`config.mk`:
```
export PLATFORM = sky130hd
export DESIGN_NAME = gray_conv_sched
export DESIGN_NICKNAME = d
export VERILOG_FILES = /design/src/rtl/gray_conv_pkg.sv /design/src/rtl/rr_arb2.sv /design/src/rtl/gray_conv_sched.sv
export SDC_FILE = /design/constraint.sdc
export NUM_CORES = 1
export LEC_CHECK = 0
export BUFFER_PORTS_ARGS = -buffer_cell sky130_fd_sc_hd__buf_2
export CAP_MARGIN = 0
export CORE_MARGIN = 1.5
export CORE_UTILIZATION = 25
export DETAILED_ROUTE_END_ITERATION = 10
export GPL_TIMING_DRIVEN = 0
export PLACE_DENSITY = 0.52
export SYNTH_ARGS = -nofsm -noshare
export SYNTH_HDL_FRONTEND = slang
export SYNTH_SLANG_ARGS = --single-unit
```
`constraint.sdc`:
```
create_clock -name clk -period 3.4 [get_ports clk]
set_input_delay 0.51 -clock clk [delete_from_list [all_inputs] [get_ports clk]]
set_output_delay 0.51 -clock clk [all_outputs]
set_load 0.01 [all_outputs]
```
`src/rtl/gray_conv_pkg.sv`:
```
// gray_conv_pkg -- shared definitions for the Gray-to-binary conversion scheduler.
//   state_t       : scheduler FSM states (IDLE, CONV, DONE)
//   DEFAULT_WIDTH : default Gray code width in bits
//   NUM_REQ       : number of requesters sharing the converter
package gray_conv_pkg;

  typedef enum logic [1:0] {
    IDLE = 2'd0,
    CONV = 2'd1,
    DONE = 2'd2
  } state_t;

  localparam int DEFAULT_WIDTH = 4;
  localparam int NUM_REQ       = 2;

endpackage

```
`src/rtl/rr_arb2.sv`:
```
// rr_arb2 -- two-way round-robin arbiter (purely combinational).
//   req  [1:0] : request per requester
//   last       : index of the requester served most recently
//   gnt  [1:0] : one-hot grant, all-zero when nobody requests
// On a tie the requester that was not served last wins.
module rr_arb2
  import gray_conv_pkg::*;
(
  input  logic [NUM_REQ-1:0] req,
  input  logic               last,
  output logic [NUM_REQ-1:0] gnt
);

  always_comb begin
    gnt = '0;
    unique case (req)
      2'b01:   gnt = 2'b01;
      2'b10:   gnt = 2'b10;
      2'b11:   gnt = last ? 2'b01 : 2'b10;
      default: gnt = '0;
    endcase
  end

endmodule

```
`src/rtl/gray_conv_sched.sv`:
```
// gray_conv_sched -- arbitrates two requesters onto one bit-serial
// Gray-to-binary converter.
//   clk      : clock, rising edge
//   rst      : asynchronous active-high reset
//   req[1:0] : conversion request per requester
//   gray0/1  : Gray-coded operand of requester 0/1
//   gnt[1:0] : one-hot grant, high while the owner's conversion runs
//   busy     : high in CONV and DONE
//   done     : one-cycle completion pulse
//   done_id  : requester index of the last completed conversion
//   bin      : binary result of the last completed conversion
// A conversion takes WIDTH cycles in CONV (one result bit per cycle, MSB
// first) followed by one DONE cycle, so captures are at least WIDTH+2
// cycles apart.
module gray_conv_sched
  import gray_conv_pkg::*;
#(
  parameter int WIDTH = DEFAULT_WIDTH
) (
  input  logic                 clk,
  input  logic                 rst,
  input  logic [NUM_REQ-1:0]   req,
  input  logic [WIDTH-1:0]     gray0,
  input  logic [WIDTH-1:0]     gray1,
  output logic [NUM_REQ-1:0]   gnt,
  output logic                 busy,
  output logic                 done,
  output logic                 done_id,
  output logic [WIDTH-1:0]     bin
);

  localparam int CNT_W = (WIDTH > 1) ? $clog2(WIDTH) : 1;

  state_t                r_state;
  logic [NUM_REQ-1:0]    r_gnt;
  logic                  r_done;
  logic                  r_done_id;
  logic [WIDTH-1:0]      r_bin;
  logic [CNT_W-1:0]      r_cnt;
  logic [WIDTH-1:0]      r_shift;
  logic                  r_last;

  logic [NUM_REQ-1:0]    w_pick;
  logic [WIDTH-1:0]      w_sel_gray;
  logic                  w_prev;
  logic                  w_bit;
  logic                  w_last_cnt;

  rr_arb2 u_arb (
    .req  (req),
    .last (r_last),
    .gnt  (w_pick)
  );

  assign w_sel_gray = w_pick[1] ? gray1 : gray0;

  // The shift register serves double duty: Gray bits leave at the MSB while
  // resolved binary bits enter at the LSB. After WIDTH shifts it holds the
  // full result. The previously resolved bit therefore sits in r_shift[0],
  // except on the first cycle where the MSB has no predecessor.
  assign w_prev     = (r_cnt == '0) ? 1'b0 : r_shift[0];
  assign w_bit      = r_shift[WIDTH-1] ^ w_prev;
  assign w_last_cnt = (r_cnt == CNT_W'(WIDTH - 1));

  always_ff @(posedge clk or posedge rst) begin
    if (rst) begin
      r_state   <= IDLE;
      r_gnt     <= '0;
      r_done    <= 1'b0;
      r_done_id <= 1'b0;
      r_bin     <= '0;
      r_cnt     <= '0;
      r_shift   <= '0;
      // Pretend requester 1 was served last so requester 0 wins the first tie.
      r_last    <= 1'b1;
    end else begin
      unique case (r_state)
        IDLE: begin
          r_done <= 1'b0;
          if (w_pick != '0) begin
            r_shift <= w_sel_gray;
            r_gnt   <= w_pick;
            r_cnt   <= '0;
            r_state <= CONV;
          end
        end
        CONV: begin
          r_shift <= {r_shift[WIDTH-2:0], w_bit};
          r_cnt   <= r_cnt + 1'b1;
          if (w_last_cnt) begin
            r_bin     <= {r_shift[WIDTH-2:0], w_bit};
            r_done_id <= r_gnt[1];
            r_last    <= r_gnt[1];
            r_gnt     <= '0;
            r_done    <= 1'b1;
            r_state   <= DONE;
          end
        end
        DONE: begin
          r_done  <= 1'b0;
          r_state <= IDLE;
        end
        default: begin
          r_done  <= 1'b0;
          r_gnt   <= '0;
          r_state <= IDLE;
        end
      endcase
    end
  end

  assign gnt     = r_gnt;
  assign busy    = (r_state == CONV) || (r_state == DONE);
  assign done    = r_done;
  assign done_id = r_done_id;
  assign bin     = r_bin;

endmodule
```
---- After elaboration in Yosys (flattened, before gate mapping) ----
Cells that the tools add are included.
word-level totals
  flip-flop bits (word level) ............. 17
  bits of input ports ..................... 12
  output and inout bits ................... 9
  logic and storage cells ................. 44
operators by class
  $add $sub $neg .......................... 1
  equality and inequality tests ........... 8
  multiplexer cells ....................... 16
  bitwise operators ....................... 2
  reductions and logical operators ........ 9
operator list
  kind                   number
  $mux W2                6
  $pmux W2 S3            2
  $eq A2 B2 Y1 const B   4
  $mux W4                2
  $pmux W2 S2            2
  $pmux W4 S2            1
  $reduce_and A2 Y1      3
  $eq A2 B1 Y1 const B   2
  $logic_not A2 Y1       2
  $ne A2 B2 Y1 const B   2
  $reduce_bool A2 Y1     2
  $mux W1                3
  $reduce_and A3 Y1      1
  $add A2 B1 Y2 const B  1
  $logic_or A1 B1 Y1     1
  $not A1 Y1             1
  $xor A1 B1 Y1          1

---- Logic depth before layout (Yosys ltp) ----
  depth in word-level cells ............... 5
  mapped depth ............................ 7
  depth with buffers taken out ............ 5

---- By module ----
Synthesis repeated with hierarchy kept, for this count alone.
unflattened totals
  cells, all modules ...................... 91
  area, all modules ....................... 898.4 µm²
modules (own cells, without submodules)
  module           times used  cells each  area each (µm²)  sequential area each (µm²)
  gray_conv_sched  1           88          879.6            426.7
  rr_arb2          1           3           18.8             0.0

---- Worst setup path after synthesis ----
No wires, ideal clock.
  kind .................................... register to register
  from .................................... register r_state[0]
  to ...................................... register r_shift[0]
  data arrival time ....................... 1.436 ns
  slack ................................... 1.825 ns
  cell stages (with the launch flop) ...... 8
  buffers on the path ..................... 2
  period minus slack after synthesis ...... 1.575 ns
  path through ............................ dfrtp_1 > inv_1 > ha_1 > buf_4 > or3b_1 > buf_6 > a22oi_2 > o2111ai_1
on the way
  word-level cells in the longest chain between the ends .. 3
  elaborated cells between the ends (all ways) .. 6
  those cells by class .................... eq/ne: 2; mux: 1; reduce/logical: 3
ends and longest elaborated chain
  what                                                                 line                   text
  start, declared                                                      gray_conv_sched.sv:34  state_t r_state;
  start signal, assigned                                               gray_conv_sched.sv:67  r_state <= IDLE;
  start signal, assigned                                               gray_conv_sched.sv:84  r_state <= CONV;
  start signal, assigned                                               gray_conv_sched.sv:96  r_state <= DONE;
  $eq A2 B1 Y1 / $logic_not A2 Y1 (equally long branches)              gray_conv_sched.sv:77  unique case (r_state)
  $reduce_bool A2 Y1 (no line) / $ne A2 B2 Y1 (equally long branches)  -
  $reduce_and A2 Y1 (no line)                                          -
  end signal, assigned                                                 gray_conv_sched.sv:81  r_shift <= w_sel_gray;
  end signal, assigned                                                 gray_conv_sched.sv:88  r_shift <= {r_shift[WIDTH-2:0], w_bit};
  end, declared                                                        gray_conv_sched.sv:40  logic [WIDTH-1:0] r_shift;
Parallel ways exist; a longest one is shown, timed or not.
A chain may end at the register's enable or synchronous reset.

---- Worst setup path in the final report ----
Same ends and word-level chain as after synthesis.

==> run summary <==
Cell count after synthesis: 90
Final period util: 50.0%
Cell family contributing the most delay on the critical path: buffers and inverters
All-layer global routing usage: 9.88%
Crit path kind: reg2reg
Antenna-violating nets left: 0
Synth area leaders: sky130_fd_sc_hd__dfrtp_1 43%, sky130_fd_sc_hd__ha_1 6.7%, sky130_fd_sc_hd__o21ai_0 4.3%
Number of buffers and inverters on the critical path: 3
Hold buffers post-CTS: 0
Peak clock frequency supported by timing: 589 MHz
Main synth FF type: sky130_fd_sc_hd__dfrtp_1
Gpl congestion: 0.688
Number of vias per cell: 4.45
Core Region: 3630 um2
Area share of the largest cell type after synthesis: 42.9%
Rows: 22
Cell depth of the worst flop-to-flop path: 7
Critical Path Start Type: flop
Via count: 721
Total die area: 4110 um2
Clk buf depth: 2
Most frequent cell after synthesis: sky130_fd_sc_hd__dfrtp_1
Cell variety after synth: 34
DRC violation count after routing: 0
Accumulated negative setup slack: 0 ps
Number of buffers created by CTS: 3
Mapped Nets: 107
Data arrival, critical path: 1810 ps
Number of nets at the end of the flow: 132
Outcome: finished, final reports clean
Later-pin clock latency in the skew report: 240 ps
PostCTS Resize Cnt: 0
Starting utilization of the core area: 25.7%
Initial antenna violation count: 0
Worst max-slew margin expressed relative to the limit: 57.9%
Fraction of final layout cells with drive strength greater than 1: 29.8%
Total setup violations reported at the end of the flow: 0
Worst stage delay on the critical path: 390 ps
Number of slew-limit violations in the final report: 0
Reported max-cap violation count: 0
Required time worst endpoint: 3510 ps
Layout Skew: 1.68 ps
Die X-Extent: 64.1 um
FF+latch count, synth: 17
Highest-delay cell along the critical path: sky130_fd_sc_hd__dfrtp_1
Total iterations of the first detailed-routing run: 4
# IOs: 21
CTS tree: done
Clock sinks: 17
Worst Hold Class: in2async
Library cell used as clock root buffer: sky130_fd_sc_hd__clkbuf_8
Share of synthesized area occupied by flip-flops and latches: 45.7%
Maximum level of the CTS H-tree: 1
Post-route worst hold slack: 333 ps
Critical path, cell by cell: inv_1, ha_1, buf_4, or3b_1, buf_6, a22oi_2, o2111ai_1
Vertical extent of the die: 64.1 um
Reg clk slew, reported paths: 70 ps
Post-synthesis instance area: 933 um2
DR WL/cell: 11.6 um
Number of warning messages in the yosys log: 0
Global route overflow: 0
Leakage power: 0.563 nW
DR iter-0 viols: 9
Top fanout value on the critical path: 10
Post-synth top area cell: sky130_fd_sc_hd__dfrtp_1
Final critical-path required period: 1700 ps
Startpoint of the worst register-to-register path: r_state[0]
Critical path launch point: r_state[0]
Number of enable-type register cells in the synthesized netlist: 0
Total power divided by cell area: 886 nW/um2
Register-to-register path setup slack: 1700 ps
Half-perimeter wire length after placement: 1470 um
Transition time of the tightest slew-check pin: 630 ps
Ys async rst share: 100%
Wire length of the first global-routing pass: 3230 um
Port bufs: 20
Pin count of the biggest net entering global routing: 18
Max rail drop VDD: 0.181 mV
Number of global-route vias before repair: 730
Synthesized area divided by synthesized cell count: 10.4 um2
Final hold violation count: 0
ANT cells: 0
Synth cell count leaders: 16 x sky130_fd_sc_hd__dfrtp_1, 8 x sky130_fd_sc_hd__o21ai_0, 7 x sky130_fd_sc_hd__inv_1
Signed area change from the synthesized netlist to the final layout: 22.1%
Wire length reported by the detailed router: 1880 um
Setup repair after global routing missed its margin: no
Critical register-to-register path endpoint: r_shift[0]
Kind of end point of the critical path: flop
Post-CTS repair timing setup buffer count: 0
==> cell families after synthesis <==
family / synth area share, %
adder cells (fa/ha/maj): 6.70
multiplexers: 6.84
AND/OR/NAND/NOR: 15.4
XOR/XNOR: 1.88
buffers and inverters: 5.36
AO/OA/AOI/OAI: 18.1
flip-flops: 45.7
==> cell usage in the layout (no fill, tap or decap), drive strengths merged, types with 2 or more instances in the layout <==
cell,n
clkbuf,3
buf,23
mux2i,3
o211ai,3
nand2,3
nor2,4
ha,5
nand3,5
o21ai,8
nor2b,6
xnor2,2
mux2,3
a21o,3
dfrtp,16
inv,7
a21oi,2
==> where the power goes <==
group          total (mW)  switching, mW  leakage, nW  internal, mW
logic               0.494          0.258        0.322         0.236
registers           0.368         0.0690        0.215         0.299
clock network       0.148         0.0673       0.0255        0.0811
total                1.01          0.394        0.563         0.616
==> metrics by stage <==
| step | instances | power (mW) | area [um2] | setup slack (ps) | util, % |
|---|---|---|---|---|---|
| 2_1_floorplan | 90 | 0.734 | 933 | 1830 | - |
| 3_3_place_gp | 158 | 0.850 | 1090 | 1750 | 30.1 |
| 3_5_place_dp | 158 | 0.875 | 1090 | 1700 | 30.1 |
| 4_1_cts | 162 | 1.03 | 1140 | 1700 | 31.4 |
| 5_1_grt | 162 | 1.10 | 1140 | 1580 | 31.4 |
| 6_report | 162 | 1.01 | 1140 | 1700 | 31.4 |
==> flip-flops by register name (all words and copies together) (netlist names) <==
register / flops
bin: 4
r_shift: 4
gnt: 2
r_cnt: 2
r_state: 2
done: 1
done_id: 1
r_last: 1
==> routing by layer <==
| layer | track usage, % | up-vias | wire length [um] |
|---|---|---|---|
| met2 | 18.1 | 8 | 941 |
| met5 | 0 | - | 0 |
| met1 | 12.0 | 343 | 879 |
| met4 | 3.19 | 0 | 20 |
| li1 | - | 368 | - |
| met3 | 1.06 | 2 | 39 |
==> area by class of cell <==
cell class,count,area (um2)
Buffer,3,23.8
Clock buffer,3,41.3
Clock inverter,1,5.00
Fill cell,405,2490
Inverter,7,26.3
Multi-Input combinational cell,63,457
Sequential cell,17,427
Tap cell,48,60.1
Timing Repair Buffer,20,100
==> worst max path at each step <==
stage | to | slack [ps] | cells after the start
2_1_floorplan | r_shift[0] | 1830 | 7
3_3_place_gp | r_shift[0] | 1750 | 7
3_5_place_dp | r_shift[0] | 1700 | 7
4_1_cts | r_shift[0] | 1700 | 7
5_1_grt | r_shift[2] | 1580 | 6
6_report | r_shift[0] | 1700 | 7
==> worst reg2reg max path, stage by stage, from the launching register on <==
cell and delay (ps):
sky130_fd_sc_hd__dfrtp_1 390, sky130_fd_sc_hd__inv_1 100, sky130_fd_sc_hd__ha_1 150, sky130_fd_sc_hd__buf_4 150, sky130_fd_sc_hd__or3b_1 370, sky130_fd_sc_hd__buf_6 150
sky130_fd_sc_hd__a22oi_2 140, sky130_fd_sc_hd__o2111ai_1 120
(Power assumes the default switching activity.)
